$ cat src/rtl/pipe_pkg.sv
// Shared definitions for the pipeline stall/flush sequencer: FSM encodings,
// NOP encoding, default counter width and the load-use hazard helper.
package pipe_pkg;

    localparam int          CNT_W_DEF = 32;
    localparam logic [31:0] NOP_INSN  = 32'h0000_0013;

    typedef enum logic [2:0] {
        ST_RUN       = 3'd0,
        ST_IMEM_WAIT = 3'd1,
        ST_DMEM_WAIT = 3'd2,
        ST_MDU_BUSY  = 3'd3
    } state_t;

    // A load into x0 can never produce a value the ID stage depends on.
    function automatic logic load_use(
        input logic       mem_read,
        input logic [4:0] rd,
        input logic       rs1_use,
        input logic [4:0] rs1,
        input logic       rs2_use,
        input logic [4:0] rs2
    );
        return mem_read && (rd != 5'd0) &&
               ((rs1_use && (rs1 == rd)) || (rs2_use && (rs2 == rd)));
    endfunction

endpackage

$ cat src/rtl/sat_counter.sv
// Saturating up-counter with asynchronous active-high reset.
module sat_counter #(
    parameter int W = 32
) (
    input  logic         clk,
    input  logic         rst,
    input  logic         inc,
    output logic [W-1:0] cnt
);

    logic [W-1:0] cnt_r;

    // Count enabled events, holding at all-ones once reached.
    always_ff @(posedge clk or posedge rst) begin
        if (rst) begin
            cnt_r <= {W{1'b0}};
        end else if (inc && (cnt_r != {W{1'b1}})) begin
            cnt_r <= cnt_r + {{(W-1){1'b0}}, 1'b1};
        end else begin
            cnt_r <= cnt_r;
        end
    end

    assign cnt = cnt_r;

endmodule

$ cat src/rtl/pipe_stall_ctrl.sv
// Central stall/flush sequencer: Mealy CE/flush controls for the PC and the
// four pipeline registers, plus saturating stall and flush counters.
module pipe_stall_ctrl
    import pipe_pkg::*;
#(
    parameter int MDU_LAT = 8,
    parameter int CNT_W   = CNT_W_DEF
) (
    input  logic             clk,
    input  logic             rst,
    input  logic             id_rs1_use,
    input  logic             id_rs2_use,
    input  logic [4:0]       id_rs1,
    input  logic [4:0]       id_rs2,
    input  logic             ex_mem_read,
    input  logic [4:0]       ex_rd,
    input  logic             ex_branch_taken,
    input  logic             ex_mdu_op,
    input  logic             imem_ready,
    input  logic             dmem_req,
    input  logic             dmem_ready,
    output logic             pc_ce,
    output logic             ifid_ce,
    output logic             idex_ce,
    output logic             exmem_ce,
    output logic             memwb_ce,
    output logic             ifid_flush,
    output logic             idex_flush,
    output logic             exmem_flush,
    output logic [2:0]       state,
    output logic [CNT_W-1:0] stall_cnt,
    output logic [CNT_W-1:0] flush_cnt
);

    localparam int MW = (MDU_LAT > 2) ? $clog2(MDU_LAT) : 1;

    state_t        state_r, state_nx_s;
    logic [MW-1:0] mdu_cnt_r;
    logic          mdu_ld_s, mdu_dec_s, flush_ev_s, lu_s;
    logic          pc_ce_s, ifid_ce_s, idex_ce_s, exmem_ce_s, memwb_ce_s;
    logic          ifid_flush_s, idex_flush_s, exmem_flush_s;

    assign lu_s = load_use(ex_mem_read, ex_rd, id_rs1_use, id_rs1, id_rs2_use, id_rs2);

    // Priority resolution of hazards into CE/flush controls and next state.
    always_comb begin
        pc_ce_s       = 1'b1;
        ifid_ce_s     = 1'b1;
        idex_ce_s     = 1'b1;
        exmem_ce_s    = 1'b1;
        memwb_ce_s    = 1'b1;
        ifid_flush_s  = 1'b0;
        idex_flush_s  = 1'b0;
        exmem_flush_s = 1'b0;
        state_nx_s    = state_r;
        mdu_ld_s      = 1'b0;
        mdu_dec_s     = 1'b0;
        flush_ev_s    = 1'b0;
        if (rst) begin
            pc_ce_s    = 1'b0;
            ifid_ce_s  = 1'b0;
            idex_ce_s  = 1'b0;
            exmem_ce_s = 1'b0;
            memwb_ce_s = 1'b0;
            state_nx_s = ST_RUN;
        end else begin
            case (state_r)
                ST_RUN, ST_IMEM_WAIT: begin
                    if (dmem_req && !dmem_ready) begin
                        pc_ce_s    = 1'b0;
                        ifid_ce_s  = 1'b0;
                        idex_ce_s  = 1'b0;
                        exmem_ce_s = 1'b0;
                        memwb_ce_s = 1'b0;
                        state_nx_s = ST_DMEM_WAIT;
                    end else if (ex_mdu_op) begin
                        pc_ce_s       = 1'b0;
                        ifid_ce_s     = 1'b0;
                        idex_ce_s     = 1'b0;
                        exmem_ce_s    = 1'b0;
                        exmem_flush_s = 1'b1;
                        mdu_ld_s      = 1'b1;
                        state_nx_s    = ST_MDU_BUSY;
                    end else if (ex_branch_taken) begin
                        ifid_flush_s = 1'b1;
                        idex_flush_s = 1'b1;
                        flush_ev_s   = 1'b1;
                        state_nx_s   = ST_RUN;
                    end else if (lu_s) begin
                        pc_ce_s      = 1'b0;
                        ifid_ce_s    = 1'b0;
                        idex_flush_s = 1'b1;
                        state_nx_s   = ST_RUN;
                    end else if (!imem_ready) begin
                        pc_ce_s      = 1'b0;
                        ifid_flush_s = 1'b1;
                        state_nx_s   = ST_IMEM_WAIT;
                    end else begin
                        state_nx_s = ST_RUN;
                    end
                end
                ST_DMEM_WAIT: begin
                    if (!dmem_ready) begin
                        pc_ce_s    = 1'b0;
                        ifid_ce_s  = 1'b0;
                        idex_ce_s  = 1'b0;
                        exmem_ce_s = 1'b0;
                        memwb_ce_s = 1'b0;
                        state_nx_s = ST_DMEM_WAIT;
                    end else begin
                        state_nx_s = ST_RUN;
                    end
                end
                ST_MDU_BUSY: begin
                    // Entry cycle plus MDU_LAT-2 busy cycles keep the op in EX;
                    // the release cycle completes its MDU_LAT-cycle occupancy.
                    if (mdu_cnt_r != {MW{1'b0}}) begin
                        pc_ce_s       = 1'b0;
                        ifid_ce_s     = 1'b0;
                        idex_ce_s     = 1'b0;
                        exmem_ce_s    = 1'b0;
                        exmem_flush_s = 1'b1;
                        mdu_dec_s     = 1'b1;
                        state_nx_s    = ST_MDU_BUSY;
                    end else begin
                        state_nx_s = ST_RUN;
                    end
                end
                default: begin
                    state_nx_s = ST_RUN;
                end
            endcase
        end
    end

    // FSM state and MDU occupancy counter.
    always_ff @(posedge clk or posedge rst) begin
        if (rst) begin
            state_r   <= ST_RUN;
            mdu_cnt_r <= {MW{1'b0}};
        end else begin
            state_r <= state_nx_s;
            if (mdu_ld_s) begin
                mdu_cnt_r <= MW'(MDU_LAT - 2);
            end else if (mdu_dec_s) begin
                mdu_cnt_r <= mdu_cnt_r - MW'(1);
            end else begin
                mdu_cnt_r <= mdu_cnt_r;
            end
        end
    end

    sat_counter #(.W(CNT_W)) u_stall_cnt (
        .clk (clk),
        .rst (rst),
        .inc (!pc_ce_s && !rst),
        .cnt (stall_cnt)
    );

    sat_counter #(.W(CNT_W)) u_flush_cnt (
        .clk (clk),
        .rst (rst),
        .inc (flush_ev_s),
        .cnt (flush_cnt)
    );

    assign pc_ce       = pc_ce_s;
    assign ifid_ce     = ifid_ce_s;
    assign idex_ce     = idex_ce_s;
    assign exmem_ce    = exmem_ce_s;
    assign memwb_ce    = memwb_ce_s;
    assign ifid_flush  = ifid_flush_s;
    assign idex_flush  = idex_flush_s;
    assign exmem_flush = exmem_flush_s;
    assign state       = state_r;

endmodule
$ cat config.mk
export PLATFORM = sky130hd
export DESIGN_NAME = pipe_stall_ctrl
export DESIGN_NICKNAME = d
export VERILOG_FILES = /design/src/rtl/pipe_pkg.sv /design/src/rtl/sat_counter.sv /design/src/rtl/pipe_stall_ctrl.sv
export SDC_FILE = /design/constraint.sdc
export NUM_CORES = 1
export LEC_CHECK = 0
export CORE_ASPECT_RATIO = 2
export CORE_MARGIN = 3
export CORE_UTILIZATION = 40
export DETAILED_ROUTE_END_ITERATION = 10
export GPL_ROUTABILITY_DRIVEN = 1
export PLACE_DENSITY = 0.68
export SYNTH_ARGS = -nofsm -noshare
export SYNTH_HDL_FRONTEND = slang
export SYNTH_SLANG_ARGS = --single-unit
$ cat constraint.sdc
create_clock -name clk -period 4.1 [get_ports clk]
set_input_delay 0.615 -clock clk [delete_from_list [all_inputs] [get_ports clk]]
set_output_delay 0.615 -clock clk [all_outputs]
set_load 0.01 [all_outputs]
==> results summary <==
The number of synthesized flops with an enable pin is 0. The worst register-to-register path has a setup slack of 1.44 ns. TritonCTS created 9 clock buffers.

Counting every instance in the synthesized netlist gives 359. STA classifies the critical path endpoint as an output port. After synthesis, the largest area contributor takes up 47.7% of total cell area. The biggest area contributor in the post-synthesis netlist is dfrtp_1. The startpoint identified for the worst hold timing path is u_stall_cnt.cnt[17]. The count of inserted antenna diode cells came out at 0. In the synthesized netlist the dominant register cell turns out to be dfrtp_1. The number of global-route vias before repair is 3062.

In this run the power density over the cells is 424 nW/µm². For the worst setup path, the data required time is 3.48 ns. The data arrival at the endpoint of the critical path came out at 2.92 ns. The die covers 10300 µm².

The synthesized net count is 388. Entering global routing, the biggest net connects 58 pins. The worst clock skew on the final layout is 0.00607 ns. The first TritonRoute pass finished after 4 iterations. The ratio of routed vias to standard cells came out at 5.31. The mean area per synthesized cell is 10.1 µm².

The total count of hold-check failures in the final report is 0. The worst vdd rail ir drop is 0.284 mV. The clock tree root buffer cell is clkbuf_16. Detailed placement finished with a half-perimeter wire length of 6590 µm. Along the worst hold path, the cell count comes to 1.

The fraction of final layout cells with drive strength greater than 1 came out at 6.68%. The number of distinct library cells after synthesis is 47. The number of DRC violations after detailed-routing iteration 0 came out at 114.

The number of setup buffers added after CTS came out at 0. The number of max-capacitance violations reported came out at 0. In the post-synthesis netlist, the biggest area contributors are dfrtp_1 (48%), xor2_1 (11%), xnor2_1 (5.8%), nand2_1 (3.5%), nor3_1 (3.5%).

Final hold analysis gives a worst-case slack of 0.481 ns. The clock transition at the registers of the reported paths came out at 0.05 ns. TritonCTS built the clock tree. The growth of design area from synthesis to finish is 38.5%. Summed over all cells, the static leakage comes to 2.23 nW. The maximum frequency from static timing analysis came out at 0.283 GHz. The beginning of the worst register-to-register path is u_stall_cnt.cnt[20]. The sequential-to-total area share from yosys stat is 47.7%.

During synthesis, Yosys emitted a total of 0 warnings. The number of antenna violations at the first check in global routing came out at 0. Across all setup checks in the final design, the least slack found is 0.566 ns. The clock network latency to the later pin of the worst-skew pair came out at 0.33 ns.

In this run the number of H-tree levels came out at 3. The setup TNS after final layout is 0 ns. Power comes to 2.13 mW. The routability congestion estimate from global placement came out at 0.799. The core area is 8710 µm². The maximum net fanout on the critical path is 4. The fraction of registers with async set or reset after synthesis is 100%. The library cells used most frequently in the layout, excluding fill and tap cells, are clkdlybuf4s50_1 (98), dfrtp_1 (69), xor2_1 (47), nand2_1 (34), nor2_1 (27). The mapped cell area is 3620 µm².

The number of design rule violations left after detail routing is 0. The count of input and output buffers came out at 98. Setup repair after global routing left no endpoint under its margin.

Across all layers, the routed design uses 2997 vias. The number of flip-flops and latches in the synthesized netlist came out at 69. For this design the top-level I/O count stands at 100. For hold timing, the worst endpoint is u_stall_cnt.cnt[17].

The routed design could run at a clock period as short as 3.53 ns. The slew of the pin with the lowest slew margin came out at 0.951 ns. The pre-CTS setup slack is 0.566 ns. The number of nets still failing antenna checks after routing came out at 0. The die height came out at 141 µm. Leaving out fill and tap cells, the most frequent cell in the layout is clkdlybuf4s50_1. The number of cells on the worst reg-to-reg path is 6. Summed over all layers, the routed wires come to 8860 µm. The post-cts resize count is 0. In this run the tightest slew margin relative to its limit is 36.1%.

Setup violations remaining at the end of the flow were counted as 0. The flow ran to the end, and the final reports show no timing, DRC or antenna violations. Counting every sink on the clock net gives 69. The max-slew violation count is 0. The class of the most critical hold timing path is flip-flop to flip-flop. The effective utilization at floorplan came out at 41.6%. The detailed-route wire length per cell came out at 15.7 µm. The width of the die came out at 73.3 µm.

The remaining global-route overflow is 0. The number of hold buffers added after CTS was 0. Global routing used 17.8% of the available tracks across all layers.

The placement-stage cell area is 4690 µm². The summed area of non-filler cells in the final layout is 5010 µm². The post-route fraction of the period consumed by the critical path came out at 86.2%.

The worst setup path is of the input pin to output port kind. After floorplanning, the core was divided into 48 placement rows. The endpoint identified for the worst register-to-register timing path is u_stall_cnt.cnt[1].

The worst-case clock buffer depth came out at 2. For this run, the post-layout net count is 488. The first-pass GRT wire length is 14400 µm. The worst setup path is launched from an input pin.
## layout make-up
cell class,instances,area (µm²)
tap,100,125
sequential,69,1730
multi-input combinational,265,1790
fill,756,3700
timing repair buffer,100,996
inverter,14,52.6
clock buffer,12,256
clock inverter,4,70.1
## logic make-up after synthesis
group | synth area share, %
buffers and inverters | 3.04
adders and majority gates | 1.38
muxes | 1.45
other | 0.104
xor gates and xnor gates | 17.2
DFF | 47.7
AOI/OAI and AO/OA | 2.70
and+or+nand+nor | 26.4
## registers in the layout, summed over array words and instances, names as in the netlist
register / flops
mdu_cnt_r: 3
u_stall_cnt.cnt: 32
u_flush_cnt.cnt: 32
state: 2
## synthesized netlist by cell type (all sizes together) (2+ instances only)
| cell type | instances |
|---|---|
| mux2 | 2 |
| a21oi | 3 |
| xnor2 | 24 |
| nand4 | 13 |
| nor3b | 6 |
| and4 | 9 |
| nor4b | 3 |
| nor3 | 25 |
| and3 | 8 |
| clkbuf | 4 |
| buf | 7 |
| mux2i | 3 |
| nor2 | 28 |
| inv | 14 |
| o21ai | 2 |
| nand2b | 2 |
| or3 | 2 |
| xor2 | 47 |
| ha | 4 |
| dfrtp | 69 |
| o211ai | 3 |
| nor2b | 4 |
| nand3 | 16 |
| nand2 | 34 |
| nor4 | 12 |
## worst max-delay path by stage
stage,start,end,cells after the start
floorplan,rst,exmem_flush,3
global placement,ex_rd[1],ifid_flush,7
detailed placement,ex_rd[1],ifid_flush,7
CTS,ex_rd[1],ifid_flush,7
global route,ex_rd[1],ifid_flush,7
finish,ex_rd[1],ifid_flush,7
## metrics by stage
stage	std cells	util, %
final	564	57.6
after global routing	564	57.6
after CTS	564	57.6
after detailed placement	548	53.8
after global placement	548	53.8
after floorplan	359	-
## routing by layer
| metal | global-route usage [%] | routed length (µm) | up-vias |
|---|---|---|---|
| li1 | - | - | 1443 |
| met1 | 19.6 | 3420 | 1468 |
| met2 | 32.2 | 4930 | 75 |
| met3 | 3.45 | 356 | 11 |
| met4 | 7.00 | 154 | 0 |
| met5 | 0 | 0 | - |
## worst max-delay path, cell delays in order
cell             delay, ns
clkdlybuf4s50_1       0.47
or4_1                 0.52
o21ai_0               0.23
nor2b_1               0.13
o21ba_2               0.21
nor3_1                0.17
clkdlybuf4s50_1       0.58
## power breakdown
| part | leakage (nW) | switching, mW | internal (mW) | total (mW) |
|---|---|---|---|---|
| clock network | 0.163 | 0.279 | 0.563 | 0.842 |
| registers | 0.880 | 0.0996 | 0.763 | 0.863 |
| logic | 1.19 | 0.184 | 0.239 | 0.422 |
| total | 2.23 | 0.562 | 1.57 | 2.13 |
No activity file was read; power rests on OpenSTA's default activity.
